### config.mk
export PLATFORM = sky130hd
export DESIGN_NAME = sync_fifo_flags
export DESIGN_NICKNAME = d
export VERILOG_FILES = /design/src/rtl/sync_fifo_pkg.sv /design/src/rtl/fifo_mem_dp.sv /design/src/rtl/sync_fifo_flags.sv
export SDC_FILE = /design/constraint.sdc
export NUM_CORES = 1
export LEC_CHECK = 0
export BUFFER_PORTS_ARGS = -buffer_cell sky130_fd_sc_hd__buf_2
export CAP_MARGIN = 15
export CELL_PAD_IN_SITES_DETAIL_PLACEMENT = 1
export CELL_PAD_IN_SITES_GLOBAL_PLACEMENT = 1
export CORE_AREA = 5 5 118 109
export DETAILED_ROUTE_END_ITERATION = 16
export DIE_AREA = 0 0 123 114
export GPL_ROUTABILITY_DRIVEN = 0
export HOLD_SLACK_MARGIN = 0.08
export PLACE_DENSITY = 0.87
export SYNTH_ARGS = -nofsm -noshare
export SYNTH_HDL_FRONTEND = slang
export SYNTH_HIERARCHICAL = 1
export SYNTH_SLANG_ARGS = --single-unit
### constraint.sdc
create_clock -name clk -period 8.3 [get_ports clk]
set_input_delay 1.245 -clock clk [delete_from_list [all_inputs] [get_ports clk]]
set_output_delay 1.245 -clock clk [all_outputs]
set_load 0.02 [all_outputs]
### src/rtl/sync_fifo_pkg.sv
// sync_fifo_pkg: shared defaults, depth helper and read-mode constants for the FIFO family
package sync_fifo_pkg;
  localparam int DEF_DATAWIDTH = 8;
  localparam int DEF_ADDRWIDTH = 4;
  localparam int MODE_STD = 0;
  localparam int MODE_FWFT = 1;
  function automatic int depth(input int addrwidth);
    return 1 << addrwidth;
  endfunction
endpackage

### src/rtl/fifo_mem_dp.sv
// fifo_mem_dp: dual-port array, synchronous write port, asynchronous read port
module fifo_mem_dp import sync_fifo_pkg::*; #(
  parameter int DATAWIDTH = DEF_DATAWIDTH,
  parameter int ADDRWIDTH = DEF_ADDRWIDTH
) (
  input  logic                 clk,
  input  logic                 we,
  input  logic [ADDRWIDTH-1:0] waddr,
  input  logic [DATAWIDTH-1:0] wdata,
  input  logic [ADDRWIDTH-1:0] raddr,
  output logic [DATAWIDTH-1:0] rdata
);
  logic [DATAWIDTH-1:0] mem [depth(ADDRWIDTH)];
  // store the incoming word; contents are deliberately never cleared
  always_ff @(posedge clk)
    if (we) mem[waddr] <= wdata;
  assign rdata = mem[raddr];
endmodule

### src/rtl/sync_fifo_flags.sv
// sync_fifo_flags: synchronous FIFO with occupancy, programmable thresholds, error pulses and optional FWFT
module sync_fifo_flags import sync_fifo_pkg::*; #(
  parameter int DATAWIDTH = DEF_DATAWIDTH,
  parameter int ADDRWIDTH = DEF_ADDRWIDTH,
  parameter int AFULL_TH  = 12,
  parameter int AEMPTY_TH = 4,
  parameter int FWFT      = MODE_STD
) (
  input  logic                 clk,
  input  logic                 rst,
  input  logic                 wr_en,
  input  logic [DATAWIDTH-1:0] data_in,
  input  logic                 rd_en,
  output logic [DATAWIDTH-1:0] data_out,
  output logic                 f_empty,
  output logic                 f_full,
  output logic                 f_afull,
  output logic                 f_aempty,
  output logic [ADDRWIDTH:0]   count,
  output logic                 overflow,
  output logic                 underflow
);
  localparam int DEPTH = depth(ADDRWIDTH);
  localparam logic [ADDRWIDTH:0] FULL_CNT = (ADDRWIDTH+1)'(DEPTH);
  localparam logic [ADDRWIDTH:0] AFULL_CNT = (ADDRWIDTH+1)'(AFULL_TH);
  localparam logic [ADDRWIDTH:0] AEMPTY_CNT = (ADDRWIDTH+1)'(AEMPTY_TH);
  logic [ADDRWIDTH:0] w_ptr, r_ptr;
  logic [DATAWIDTH-1:0] rd_data;
  logic wr_ok, rd_ok;
  // flags depend only on registered pointers so they lag operations by one edge
  assign count    = w_ptr - r_ptr;
  assign f_empty  = count == '0;
  assign f_full   = count == FULL_CNT;
  assign f_afull  = count >= AFULL_CNT;
  assign f_aempty = count <= AEMPTY_CNT;
  // write gated by rst so a reset cycle never disturbs memory
  assign wr_ok = rst && wr_en && !f_full;
  assign rd_ok = rst && rd_en && !f_empty;
  fifo_mem_dp #(.DATAWIDTH(DATAWIDTH), .ADDRWIDTH(ADDRWIDTH)) u_mem (
    .clk   (clk),
    .we    (wr_ok),
    .waddr (w_ptr[ADDRWIDTH-1:0]),
    .wdata (data_in),
    .raddr (r_ptr[ADDRWIDTH-1:0]),
    .rdata (rd_data)
  );
  // pointer advance and one-cycle error pulses for rejected requests
  always_ff @(posedge clk) begin
    if (!rst) begin
      w_ptr     <= '0;
      r_ptr     <= '0;
      overflow  <= 1'b0;
      underflow <= 1'b0;
    end else begin
      if (wr_ok) w_ptr <= w_ptr + 1'b1;
      if (rd_ok) r_ptr <= r_ptr + 1'b1;
      overflow  <= wr_en && f_full;
      underflow <= rd_en && f_empty;
    end
  end
  if (FWFT == MODE_FWFT) begin : g_fwft
    assign data_out = f_empty ? '0 : rd_data;
  end else begin : g_std
    logic [DATAWIDTH-1:0] dout_q;
    // registered read: capture the head word on an accepted read, hold otherwise
    always_ff @(posedge clk) begin
      if (!rst) dout_q <= '0;
      else if (rd_ok) dout_q <= rd_data;
    end
    assign data_out = dout_q;
  end
endmodule

# Word level (Yosys, flattened, before mapping)

Memories as Yosys holds them, arrays and structs flattened. A register that Yosys moved wholly into a read port is not among the register bits.
Cells that the tools add are included.

Flip-flop bits (word level): 12
Latch bits: 0
Bits in writable memories: 128
ROM bits: 0
Bits of input ports: 12
Output and inout bits: 19
Word-level logic and storage cells: 23
Memories kept: 1

Memory list:

| name      | depth | bits a word | read ports | clocked after Yosys merged registers in | write ports | line              | source |
|---|---|---|---|---|---|---|---|
| u_mem.mem | 16    | 8           | 1          | 1                                       | 1           | fifo_mem_dp.sv:13 | `logic [DATAWIDTH-1:0] mem [depth(ADDRWIDTH)];` |

$add $sub $neg: 3
$mul: 0
Div/mod/pow operators: 0
$lt $le $gt $ge: 2
Equal/unequal tests: 1
Shift operators: 0
Multiplexer cells: 2
Bitwise gates (word level): 0
Reduce and logical (&&, ||, !) cells: 10

Operator list:

| kind                                                                             | number |
|---|---|
| 5-bit by 1-bit adder with 5-bit output, second input constant                    | 2 |
| 1-bit logical AND                                                                | 6 |
| 5-bit equality test, second input constant                                       | 1 |
| 5-bit by 4-bit >= comparator with 1-bit output, second input constant            | 1 |
| 5-bit by 3-bit less-or-equal comparator with 1-bit output, second input constant | 1 |
| 5-bit zero test                                                                  | 1 |
| 5-bit subtractor                                                                 | 1 |
| 1-bit zero test                                                                  | 3 |
| 1-bit two-way mux                                                                | 2 |

# Depth between registers and ports, before layout

Depth in word-level cells: 6
Depth in mapped cells: 12
Mapped depth without buffers: 11

# Modules after synthesis

Netlist, hierarchy kept.

Modules (own cells, without submodules):

| module          | times used | cells each | area an instance (um^2) | seq. area each (um^2) |
|---|---|---|---|---|
| fifo_mem_dp     | 1          | 221        | 4987.3                  | 3843.7 |
| sync_fifo_flags | 1          | 131        | 1138.6                  | 400.4 |

# Least setup slack after synthesis

No wires, ideal clock.

Path type: reg2reg
From: register w_ptr[0]
To: memory u_mem/mem[0][0] (netlist name) (enable)
Setup time: 0.383 ns
Data arrival time: 3.577 ns
Data required time: 7.917 ns
Slack: 4.339 ns
Stages on the path, launching flop included: 12
Path buffers: 0
Period minus slack after synthesis: 3.961 ns
Cell sequence: dfxtp_1 > inv_1 > ha_1 > fa_1 > nand2b_1 > a21oi_1 > xor2_2 > inv_1 > a21boi_2 > and2_1 > or3b_2 > nor3_1

Word-level cells in the longest chain between the ends: 6

Ends and longest elaborated chain:

| item                                    | line                  | source |
|---|---|---|
| start, declared                         | sync_fifo_flags.sv:27 | `logic [ADDRWIDTH:0] w_ptr, r_ptr;` |
| start signal, assigned                  | sync_fifo_flags.sv:55 | `if (wr_ok) w_ptr <= w_ptr + 1'b1;` |
| 5-bit subtractor                        | sync_fifo_flags.sv:31 | `assign count = w_ptr - r_ptr;` |
| net count[4]                            | sync_fifo_flags.sv:19 | `output logic [ADDRWIDTH:0] count,` |
| 5-bit equality test                     | sync_fifo_flags.sv:33 | `assign f_full = count == FULL_CNT;` |
| 1-bit zero test                         | sync_fifo_flags.sv:37 | `assign wr_ok = rst && wr_en && !f_full;` |
| 1-bit logical AND                       | sync_fifo_flags.sv:37 |  |
| net wr_ok                               | sync_fifo_flags.sv:29 | `logic wr_ok, rd_ok;` |
| 1-bit two-way mux                       | fifo_mem_dp.sv:16     | `if (we) mem[waddr] <= wdata;` |
| 1-bit two-way mux (implied by the code) | fifo_mem_dp.sv:16     |  |
| end, declared                           | fifo_mem_dp.sv:13     |  |

The timed path passes the listed nets, and every way through them passes these cells.

# Worst setup path after layout

From: register w_ptr[0]
To: output f_empty

Word-level cells in the longest chain between the ends: 2

Ends and longest elaborated chain:

| item             | line                  | source |
|---|---|---|
| 5-bit subtractor | sync_fifo_flags.sv:31 |  |
| 5-bit zero test  | sync_fifo_flags.sv:32 | `assign f_empty = count == '0;` |
| end, declared    | sync_fifo_flags.sv:15 | `output logic f_empty,` |

Every way passes these cells.

==> flow_results.org <==
** Outcome
- The run finished with clean final reports.

** STA
- Slew headroom :: 36.86%
- Time the worst path needs with I/O delays and setup :: between 4000 and 5000 ps
- Min setup slack post-route :: between 3000 and 4000 ps
- The number of endpoints with negative hold slack in the final report came to 0.
- The final critical path takes up a little under 60% of the cycle.
- For the pin with the worst max-slew slack, the measured transition is 943.7 ps.
- Final setup TNS :: 0 ps
- Final max-slew violation count :: 0
- Setup repair after global routing left no endpoint under its margin.
- Static timing analysis puts the maximum clock frequency at a little over 200 MHz.
- Setup violations, final :: 0
- Setup skew after layout :: approximately 11 ps

** Floorplanning
- For this configuration, the core starts out at a cell density of between 50% and 60%.
- 31 I/O pins were placed.
- Count of standard-cell rows :: 38
- The die is 114 um tall.
- The die is 123 um wide.
- Die area :: around 14,000 um2
- Area of the core :: 11,650 um2

** Setup path
- The cell family contributing the most delay on the critical path is multiplexers.
- Walking the worst path, the cells encountered are inv_1, ha_1, fa_1, xor2_2, inv_2, or3_1, mux2i_1, and2_4, buf_2.
- The worst setup path is launched from a flop.
- Worst Setup Path Type :: flop to output port
- Together, buffers and inverters on the worst path number 3.
- STA classifies the critical path endpoint as an output port.
- Largest fanout on the critical path :: 11
- Data on the critical path is required at its endpoint by between 7000 and 8000 ps.
- Biggest cell delay along the critical path :: between 700 and 800 ps
- For the worst setup path, the data arrival time is between 3000 and 4000 ps.
- Slowest library cell on the worst path :: mux2i_1

** GRT
- The via count of the first global-routing pass is between 3,000 and 4,000.
- Global routing consumed, over all layers together, a little over a fifth of the routing resources.
- Number of antenna violations at the first check in global routing :: 0
- Summed over all layers, the global routing overflow is 0.
- Maximum number of pins on one net before global-route repair :: 38
- The first global-routing pass estimated roughly 21,000 um of wire.

** Route
- In the routed layout, each cell is associated on average with a via count of roughly 5.8.
- Before antenna repair, the detailed router went through 4 iterations.
- Total number of vias :: ~3,300
- Residual antenna-violating net count after detailed routing :: 0
- Final routed DRC violation total :: 0
- Wirelength per Cell :: 24.19 um
- Violation count after the first detailed-route iteration :: 271
- The final layout contains routed wiring with a total length of about 14,000 um.

** Pwr
- The design draws approximately 2300 uW.
- Worst vdd rail ir drop :: 179.6 uV
- Power density over the cells :: roughly 330 nW/um2
- Summed over all cells, the static leakage comes to 0.002461 uW.

** Clock network
- Post-CTS repair changed the size of 0 cells.
- Clock-pin slew was measured on the worst setup and hold paths at ~60 ps.
- TritonCTS built the clock tree.
- The tree is rooted in a clkbuf_16.
- The clock tree synthesis step divided the H-tree into 4 levels.
- The number of hold buffers added after CTS was 0.
- Buffer count from post-CTS setup fixing :: 0
- For the worst-skew pair, the clock arrives at the later sink with an insertion delay of 420 ps.
- Counting along the longest clock path gives a buffer depth of 2.
- Clock tree synthesis inserted a total of 17 buffers.
- Sinks on the clock net :: approximately 150

** Placement
- After legalization and detailed placement, the total HPWL measured roughly 8600 um.
- Quantity of I/O buffers inserted on ports :: 30
- Dpl cells :: about 530
- Placement Setup Slack :: between 3000 and 4000 ps

** Logic synthesis
- Number of distinct library cells after synthesis :: 39
- Among all flip-flop cells after synthesis, the most frequent one is edfxtp_1.
- Syn Nets :: about 370
- A synthesized cell averages between 15 and 20 um2.
- For this run, asynchronously set or reset flops after synthesis account for 0%.
- Cell area after technology mapping :: between 6000 and 7000 um2
- Gate Count Post-Synth :: about 350
- For this run, the number of Yosys warnings is 6.
- Sequential cell area fraction in the yosys report :: between 60% and 70%
- Synthesis inferred 148 register bits.
- The synthesized design contains roughly 130 enable-type register cells.

** Cells and area
- Final standard cell count with taps included and fillers excluded :: 564
- Cells fill roughly three fifths of the core in the end.
- 0 antenna diodes ended up in the layout.
- Area Overhead vs Synth :: 13.38%
- Nets :: 410
- In the final layout, the share of cells above drive strength 1 is a little under a quarter.

** Run
- Across the run, the number of max-cap violations was 0.

** Worst hold path
- The path class of the tightest hold or removal check is flop to flop.
-- tightest hold or removal path: stages, from the launching register on --
cell,delay [ps]
dfxtp_1,300
nand2_1,50
mux2i_1,60
-- sequential cells by signal, summed over array words and instances (netlist names) --
signal / flops
u_mem/mem: 128
data_out: 8
r_ptr: 5
w_ptr: 5
overflow: 1
underflow: 1
-- layout by cell type, fill, tap and decap left out, types with 6 or more instances in the layout --
cell type | Yosys | final
edfxtp_1 | 128 | 128
nand2_1 | 33 | 33
buf_2 | 3 | 31
mux2i_1 | 19 | 19
dfxtp_1 | 20 | 19
inv_1 | 18 | 18
mux4_2 | 18 | 18
clkbuf_16 | 0 | 17
nor2_1 | 16 | 16
a22oi_1 | 16 | 16
mux4_1 | 14 | 14
nand2b_1 | 8 | 8
ha_1 | 6 | 6
clkinv_2 | 0 | 6
-- metal layers --
| metal | part of all wire [%] | wire length (um) | vias up | global-route usage [%] |
|---|---|---|---|---|
| li1 | - | - | 1461 | - |
| met3 | 5.7 | 781 | 12 | 5.949 |
| met4 | 1.3 | 178 | 0 | 6.863 |
| met2 | 50 | 6884 | 117 | 34.94 |
| met1 | 43 | 5799 | 1694 | 28.43 |
| met5 | 0 | 0 | - | 0 |
-- Yosys cell counts (2+ instances only) --
library cell	number	area (um2)
inv_1	18	67.56
xor2_2	2	32.53
nand2b_1	8	50.05
edfxtp_1	128	3844
and2_4	2	17.52
clkbuf_1	3	11.26
and3_1	2	12.51
nor3_1	4	20.02
and2_1	2	12.51
nand3_1	3	15.01
clkdlybuf4s25_2	3	30.03
ha_1	6	75.07
xor2_1	2	17.52
mux4_2	18	405.4
a21oi_1	5	25.02
mux4_1	14	367.9
a22oi_1	16	120.1
nand4_1	3	18.77
mux2i_1	19	190.2
nand2_1	33	123.9
a211oi_1	2	15.01
buf_4	3	22.52
buf_2	3	15.01
dfxtp_1	20	400.4
nor2_1	16	60.06
nand3b_1	2	15.01
buf_6	3	33.78
-- cells by family after synthesis --
kind of cell / Yosys count / share of synthesized area (%)
DFF: 148 / 69.28
adders and majority gates: 7 / 1.552
AOI/OAI and AO/OA: 29 / 3.513
xor gates and xnor gates: 4 / 0.8170
and+or+nand+nor: 79 / 6.107
buffers and inverters: 34 / 3.002
muxes: 51 / 15.73
-- stage by stage --
stage / hold slack [ps] / instance area, um2
finish: 459.1 / 6945
detailed placement: 459.6 / 6400
floorplan: 454.2 / 6126
global placement: 444.9 / 6400
global route: 491.4 / 6945
CTS: 467.2 / 6940
-- final timing paths --
kind / startpoint / end / slack (ps) / cells after the start
worst max-delay path: w_ptr[0]$_SDFFE_PN0P_ / f_empty / 3470 / 9
worst min-delay path: data_out[7]$_SDFFE_PN0P_ / data_out[7]$_SDFFE_PN0P_ / 460 / 2
worst max register to register: w_ptr[0]$_SDFFE_PN0P_ / u_mem/mem[3][7]$_DFFE_PP_ / 3930 / 11
worst min register to register: data_out[7]$_SDFFE_PN0P_ / data_out[7]$_SDFFE_PN0P_ / 460 / 2
-- power breakdown --
part / internal (uW) / switching [uW] / leakage (uW)
combinational: 277 / 420 / 0.000871
clock: 411 / 291 / 0.000273
sequential: 852 / 25.8 / 0.00132
-- final cells by class --
class,instances,area (um2)
Fill cell,1068,4703
Sequential cell,148,4245
Multi-Input combinational cell,170,1703
Clock buffer,19,432.9
Tap cell,160,200.2
Timing Repair Buffer,35,185.2
Clock inverter,13,107.6
Inverter,19,71.32
Note: power is estimated with default switching activity, not from simulation.
